File: config.mk
export PLATFORM = sky130hd
export DESIGN_NAME = grf_wb_arb
export DESIGN_NICKNAME = d
export VERILOG_FILES = /design/src/rtl/grf_wb_arb.sv
export SDC_FILE = /design/constraint.sdc
export NUM_CORES = 1
export LEC_CHECK = 0
export CAP_MARGIN = 20
export CORE_MARGIN = 2
export CORE_UTILIZATION = 50
export DETAILED_ROUTE_END_ITERATION = 10
export PLACE_DENSITY = 0.78
export RECOVER_POWER = 50
export SETUP_SLACK_MARGIN = 0.15
export SLEW_MARGIN = 20
export SYNTH_ARGS = -nofsm -noshare
export SYNTH_HDL_FRONTEND = slang
export SYNTH_SLANG_ARGS = --single-unit
File: constraint.sdc
create_clock -name clk -period 5.2 [get_ports clk]
set_input_delay 0.52 -clock clk [delete_from_list [all_inputs] [get_ports clk]]
set_output_delay 0.52 -clock clk [all_outputs]
set_load 0.02 [all_outputs]
File: src/rtl/grf_wb_arb.sv
// GRF writeback arbiter: W stage first, then buffered late results, else late bypass; 1-cycle registered write port.
// Late results back-pressured by md_ready = (count < DEPTH); optional write trace under GRF_WB_TRACE_EN.
module grf_wb_arb #(
  parameter int DEPTH = 2
) (
  input  logic        clk,
  input  logic        reset,
  input  logic        w_valid,
  input  logic [4:0]  w_addr,
  input  logic [31:0] w_data,
  input  logic [31:0] w_pc,
  input  logic        md_valid,
  input  logic [4:0]  md_addr,
  input  logic [31:0] md_data,
  input  logic [31:0] md_pc,
  output logic        md_ready,
  input  logic [4:0]  rs_addr,
  input  logic [4:0]  rt_addr,
  output logic        pend_hit,
  output logic        reg_write,
  output logic [4:0]  reg_addr,
  output logic [31:0] reg_data,
  output logic [31:0] reg_pc
);

  localparam int PW = $clog2(DEPTH);
  localparam int CW = $clog2(DEPTH + 1);

  logic [4:0]       buf_addr [DEPTH];
  logic [31:0]      buf_data [DEPTH];
  logic [31:0]      buf_pc   [DEPTH];
  logic [DEPTH-1:0] buf_vld;
  logic [PW-1:0]    rd_ptr;
  logic [PW-1:0]    wr_ptr;
  logic [CW-1:0]    count;

  logic w_grant;
  logic md_live;
  logic buf_empty;
  logic head_vld;
  logic pop;
  logic pop_out;
  logic bypass;
  logic push;
  logic push_vld;

  assign md_ready  = (count < CW'(DEPTH));
  assign w_grant   = w_valid && (w_addr != 5'd0);
  assign md_live   = md_valid && md_ready && (md_addr != 5'd0);
  assign buf_empty = (count == '0);
  assign head_vld  = buf_vld[rd_ptr];
  // A squashed head is dropped even while W owns the write port.
  assign pop       = !buf_empty && (!head_vld || !w_grant);
  assign pop_out   = pop && head_vld;
  assign bypass    = md_live && buf_empty && !w_grant;
  assign push      = md_live && !bypass;
  assign push_vld  = !(w_grant && (w_addr == md_addr));

  always_ff @(posedge clk) begin
    if (push) begin
      buf_addr[wr_ptr] <= md_addr;
      buf_data[wr_ptr] <= md_data;
      buf_pc[wr_ptr]   <= md_pc;
    end
  end

  always_ff @(posedge clk or negedge reset) begin
    if (!reset) begin
      reg_write <= 1'b0;
      reg_addr  <= '0;
      reg_data  <= '0;
      reg_pc    <= '0;
      buf_vld   <= '0;
      rd_ptr    <= '0;
      wr_ptr    <= '0;
      count     <= '0;
    end else begin
      reg_write <= 1'b0;
      if (w_grant) begin
        reg_write <= 1'b1;
        reg_addr  <= w_addr;
        reg_data  <= w_data;
        reg_pc    <= w_pc;
      end else if (pop_out) begin
        reg_write <= 1'b1;
        reg_addr  <= buf_addr[rd_ptr];
        reg_data  <= buf_data[rd_ptr];
        reg_pc    <= buf_pc[rd_ptr];
      end else if (bypass) begin
        reg_write <= 1'b1;
        reg_addr  <= md_addr;
        reg_data  <= md_data;
        reg_pc    <= md_pc;
      end

      // W is younger than anything buffered, so matching entries are stale.
      for (int i = 0; i < DEPTH; i++) begin
        if (w_grant && (buf_addr[i] == w_addr)) buf_vld[i] <= 1'b0;
      end
      if (pop) begin
        buf_vld[rd_ptr] <= 1'b0;
        rd_ptr          <= rd_ptr + PW'(1);
      end
      if (push) begin
        buf_vld[wr_ptr] <= push_vld;
        wr_ptr          <= wr_ptr + PW'(1);
      end
      count <= count + CW'(push) - CW'(pop);
    end
  end

  always_comb begin
    pend_hit = 1'b0;
    for (int i = 0; i < DEPTH; i++) begin
      if (buf_vld[i] && (buf_addr[i] != 5'd0) &&
          (((rs_addr != 5'd0) && (buf_addr[i] == rs_addr)) ||
           ((rt_addr != 5'd0) && (buf_addr[i] == rt_addr))))
        pend_hit = 1'b1;
    end
  end

`ifdef GRF_WB_TRACE_EN
  always @(posedge clk) begin
    if (reg_write) $display("@%h: $%0d <= %h", reg_pc, reg_addr, reg_data);
  end
`else
  // trace printing compiled out
`endif

endmodule

### Word level (Yosys, flattened, before mapping)

Memories as Yosys holds them, arrays and structs flattened.
Cells that the tools add are included.

* register bits: 76
* bits in writable memories: 138
* input bits: 152
* output and inout bits: 72
* logic and storage cells: 93
* memories kept: 3

* $add $sub $neg: 4
* magnitude comparators: 5
* eq/ne operators: 7
* mux-type cells: 27
* bitwise operators: 2
* reductions and logical operators: 37

Memory list
* buf_data: words 2, width 32, rd ports 1, clocked after Yosys merged registers in 0, wr ports 1, RTL line 30 `logic [31:0] buf_data [DEPTH];`
* buf_pc: words 2, width 32, rd ports 1, clocked after Yosys merged registers in 0, wr ports 1, RTL line 31 `logic [31:0] buf_pc [DEPTH];`
* buf_addr: words 2, width 5, rd ports 3, clocked after Yosys merged registers in 0, wr ports 1, RTL line 29 `logic [4:0] buf_addr [DEPTH];`

Operators with widths (number)
* 32-bit two-way mux: 6
* 5-bit equality test: 7
* 5-bit nonzero test: 6
* 1-bit logical AND: 21
* 5-bit two-way mux: 3
* 1-bit two-way mux: 13
* 1-bit logical NOT: 5
* 1-bit by 2-bit < comparator with 1-bit output, second input constant: 2
* 2-bit two-way mux: 2
* 1-bit logical OR: 3
* 3-bit nonzero test: 1
* 1-bit adder, second input constant: 2
* 2-bit by 1-bit adder with 2-bit output: 1
* 2-bit AND: 1
* 2-bit bitwise mux: 1
* 1-bit demux with 1-bit select: 2
* 1-bit >= comparator, second input constant: 2
* 2-bit logical NOT: 1
* 2-bit < comparator, second input constant: 1
* 2-bit inverter: 1
* 2-bit by 1-bit subtractor with 2-bit output: 1

### Logic depth before layout (Yosys ltp)

* depth after elaboration: 9
* depth in mapped cells: 8
* depth with buffers taken out: 7

### Worst setup path after synthesis

OpenSTA, ideal clock, no wires.

* path type: input -> register
* from: input port w_addr[3]
* to: register buf_vld[0]
* setup time: 0.276 ns
* arrival time: 4.441 ns
* data required time: 4.924 ns
* slack: 0.482 ns
* cell stages on the path: 6
* path buffers: 2
* cell sequence: clkbuf_1 -> o21ai_1 -> buf_2 -> a21o_1 -> nor2_1 -> mux2i_1

* cells in the longest elaborated chain, start to end: 8
* elaborated cells between the ends (all ways): 18
* classes of those cells: eq/ne: 2; mux: 4; bitwise: 1; reduce/logical: 11

RTL lines
* start, declared: RTL line 9 `input logic [4:0] w_addr,`
* 5-bit nonzero test: RTL line 48 `assign w_grant = w_valid && (w_addr != 5'd0);`
* 1-bit logical AND: RTL line 48
* 1-bit logical AND / 1-bit logical NOT (equally long branches): RTL line 98, 53, 55
* 1-bit two-way mux / 1-bit logical OR (equally long branches): RTL line 98, 53
* 2-bit AND (no line) / 1-bit logical AND (equally long branches)
* 2-bit two-way mux: RTL line 100 `if (pop) begin`
* 2-bit bitwise mux: RTL line 105 `buf_vld[wr_ptr] <= push_vld;`
* 2-bit two-way mux (*): RTL line 104 `if (push) begin`
* end signal, assigned by index: RTL line 105
* end, declared: RTL line 32 `logic [DEPTH-1:0] buf_vld;`

Mark *: on every way between the ends. The rest lies on a longest branch, timed or not.
A chain may end at the register's enable or synchronous reset.

### Worst setup path in the final report

* from: input port w_addr[4]
* to: register reg_pc[3]

* cells in the longest elaborated chain, start to end: 8
* elaborated cells between the ends (all ways): 10
* classes of those cells: mux: 2; reduce/logical: 8

RTL lines
* 5-bit nonzero test (*): RTL line 48
* 1-bit logical AND (*): RTL line 48
* 1-bit logical NOT: RTL line 53, 55
* 1-bit logical OR: RTL line 53 `assign pop = !buf_empty && (!head_vld || !w_grant);`
* 1-bit logical AND: RTL line 53
* 1-bit logical AND: RTL line 54 `assign pop_out = pop && head_vld;`
* 32-bit two-way mux: RTL line 84 `end else if (pop_out) begin`
* 32-bit two-way mux: RTL line 79 `if (w_grant) begin`
* end signal, assigned: RTL line 83 `reg_pc <= w_pc;`
* end signal, assigned: RTL line 88 `reg_pc <= buf_pc[rd_ptr];`
* end signal, assigned: RTL line 93 `reg_pc <= md_pc;`
* end, declared: RTL line 23 `output logic [31:0] reg_pc`

Marked as above.

==> summary.md <==
| Metric | Value |
|---|---|
| Status | `finished clean` |
| Flop2flop setup slack | `between 2 and 2.5 ns` |
| Post-CTS Setup Bufs | `0` |
| Peak VDD IR | `around 0.00029 V` |
| Worst Path Max Fanout | `64` |
| EDFF count, synth | `approximately 140` |
| Total gr overflow | `0` |
| Ordered list of cells on the worst path | `dlygate4sd3_1, or4_4, o21ai_4, buf_4, nand3_4, o22ai_1, nor2_1` |
| Final Hold Viols | `0` |
| Metal1 wirelength | `approximately 9500 microns` |
| Starting DRT DRC Count | `516` |
| Die Span X | `139.6 microns` |
| Clk sinks | `~210` |
| Avg WL per Cell | `19.48 microns` |
| Top Ports | `224` |
| DP HPWL | `14,280 microns` |
| Pins Over Slew Limit | `0` |
| Drc violations | `0` |
| Clock Path Buffers | `3` |
| Vias per inst | `5.689` |
| Slew @ Worst Pin | `~1.0 ns` |
| CP arrival | `3.83 ns` |
| Most common cell after layout, fill and taps aside | `edfxtp_1` |
| Prevailing post-synth register cell | `edfxtp_1` |
| Min Tclk post-route | `3.462 ns` |
| GRT Util Overall | `approximately 23%` |
| Worst r2r path cells | `6` |
| 1st-pass router iterations | `5` |
| Fraction of layout cells with a size suffix above 1 | `under 10%` |
| Initial antenna violation count | `1` |
| Setup Crit Path Kind | `in2reg` |
| Met3 WL | `between 1000 and 1500 microns` |
| P per Cell Area | `534.6 mW/mm^2` |
| Cell Area, Placed | `0.01161 sq mm` |
| Worst Hold Class | `in2async` |
| Starting density of the core | `50.98%` |
| Final count of negative-setup-slack endpoints | `0` |
| Core region area | `roughly 0.018 sq mm` |
| Total CTS buffers | `22` |
| Largest net degree at the start of global routing | `90` |
| Setup TNS | `0 ns` |
| Max-cap viol count | `0` |
| # H-tree levels | `1` |
| Commonest non-fill, non-tap cells in the layout | `138 x edfxtp_1, 118 x clkdlybuf4s50_1, 104 x dlygate4sd3_1` |
| Fin util | `around two thirds` |
| Met2 WL | `between 10,000 and 15,000 microns` |
| CP startpoint kind | `primary input` |
| WL final | `22,570 microns` |
| RSZ-0062 raised after global routing | `false` |
| Fraction of registers with async set/reset | `35.51%` |
| Worst path bufs/invs | `2` |
| Source of the worst register-to-register timing path | `rd_ptr$_DFFE_PN0P_` |
| Cell Rows | `just under 50` |
| Worst hold slack | `0.06900 ns` |
| Root Driver | `clkbuf_16` |
| Clock skew | `0.01328 ns` |
| CTS clk-pin slew, worst paths | `0.06 ns` |
| PostCTS Resize Cnt | `0` |
| Post-route ant nets | `0` |
| Static leakage | `4.443 nW` |
| PortBufs | `223` |
| Delay-heaviest family, CP | `simple AND/OR/NAND/NOR gates` |
| Total number of vias | `roughly 6,600` |
| Vias in the first global route | `6,689` |
| GPL Wtd Cong | `0.7874` |
| Cts hold-fix bufs | `0` |
| Worst stage delay on the critical path | `0.84 ns` |
| Relative slew slack | `31.41%` |
| Yosys cell types | `37` |
| Clk Latency, worst-skew pair | `approximately 0.50 ns` |
| Seq cells post-synth | `214` |
| DP Worst Slack | `around 1.4 ns` |
| CTS tree | `built` |
| Die ar. | `0.01948 sq mm` |
| Post-route cell area | `0.01234 sq mm` |
| Max Used Layer | `met4` |
| Final worst path period share | `between 60% and 70%` |
| WP data required | `5.57 ns` |
| Max stage delay cell, worst path | `nand3_4` |
| Global-route wire length before repair | `35,680 microns` |
| Reg-to-reg critical path endpoint | `reg_data[13]$_DFFE_PN0P_` |
| Crit. Startpoint | `w_addr[4]` |
| Net Count, Synth | `approximately 860` |
| CP Depth | `7` |
| Synthesis Warnings | `0` |
| Synthesis-to-finish area growth | `34.30%` |
| Die Y | `139.6 microns` |
| Final WS setup | `1.738 ns` |
| Register area share after synthesis | `65.80%` |
| Mapped cell area | `0.009189 sq mm` |
| Post-Synthesis Cells | `705` |
| CP Capture Type | `register` |
| Fmax | `slightly below 300 MHz` |
| Syn Area/Cell | `13.03 sq um` |
| Final-stage net count | `1,067` |
==> logic make-up after synthesis <==
| logic type | count (synthesis) | synth area share, % |
|---|---|---|
| AND/OR/NAND/NOR | 172 | 8.565 |
| flip-flops | 214 | 65.80 |
| XOR/XNOR | 37 | 3.527 |
| adder cells (fa/ha/maj) | 1 | 0.1361 |
| buffers and inverters | 51 | 2.669 |
| multiplexers | 73 | 7.966 |
| AO/OA/AOI/OAI | 157 | 11.34 |
==> area by class of cell <==
cell class              count  area (sq um)
clock inverters             6         82.58
repair buffers            232          2321
inverters                   4         15.01
fillers                  1270          5684
well taps                 229         286.5
multi-input cells         440          2940
flip-flops and latches    214          6050
diodes                      1         2.502
clock buffers              33         643.1
==> cell usage after synthesis (7+ instances only) <==
cell type	n	area share, %
o22ai_2	20	2.7
clkbuf_1	26	1.1
a31oi_1	7	0.48
o22ai_1	45	3.1
xnor2_1	16	1.5
o21ai_0	67	3.6
nand2_1	11	0.45
buf_2	10	0.54
xor2_1	21	2.0
edfxtp_1	138	45
mux2i_1	72	7.8
o211ai_1	7	0.57
dfrtp_1	76	21
nand3_1	68	3.7
nor2_1	76	3.1
==> per-stage QoR <==
stage                     instances  power, W
after global placement         1118  0.005048
after global routing           1158  0.006921
after detailed placement       1119  0.005117
final                          1159  0.006598
after floorplan                 705  0.004098
after CTS                      1158  0.006705
==> worst max-delay path by stage <==
| stage | endpoint | slack, ns |
|---|---|---|
| after floorplan | buf_vld[0]$_DFF_PN0_ | 0.48 |
| after global placement | count[1]$_DFF_PN0_ | 1.47 |
| after detailed placement | reg_pc[3]$_DFFE_PN0P_ | 1.42 |
| after CTS | reg_pc[3]$_DFFE_PN0P_ | 1.90 |
| after global routing | reg_pc[3]$_DFFE_PN0P_ | 1.60 |
| final | reg_pc[3]$_DFFE_PN0P_ | 1.74 |
==> worst register-to-register path, cell delays in order, from the launching register on <==
cell     delay [ns]
dfrtp_4        0.82
mux2_2         0.32
nor2b_4        0.14
a211o_2        0.64
buf_4          0.65
o22ai_1        0.15
nor2_1         0.16
==> state kept, by name, indices dropped and copies added, names as in the netlist <==
| name | count |
|---|---|
| buf_addr | 10 |
| buf_data | 64 |
| buf_pc | 64 |
| count | 2 |
| reg_pc | 32 |
| rd_ptr | 1 |
| reg_data | 32 |
| reg_write | 1 |
| wr_ptr | 1 |
| reg_addr | 5 |
| buf_vld | 2 |
==> routing by layer <==
metal / GRT usage (%) / vias up
met3: 3.820 / 46
met4: 6.579 / 0
met1: 30.54 / 3243
met5: 0 / -
met2: 38.47 / 229
li1: - / 3075
==> report_power, final <==
| group | total [W] | switching (W) | internal [W] | leakage, nW |
|---|---|---|---|---|
| clock network | 0.00158 | 0.000624 | 0.000952 | 0.355 |
| logic | 0.00238 | 0.00136 | 0.00103 | 1.97 |
| registers | 0.00264 | 0.000304 | 0.00233 | 2.12 |
Note: power is estimated with default switching activity, not from simulation.
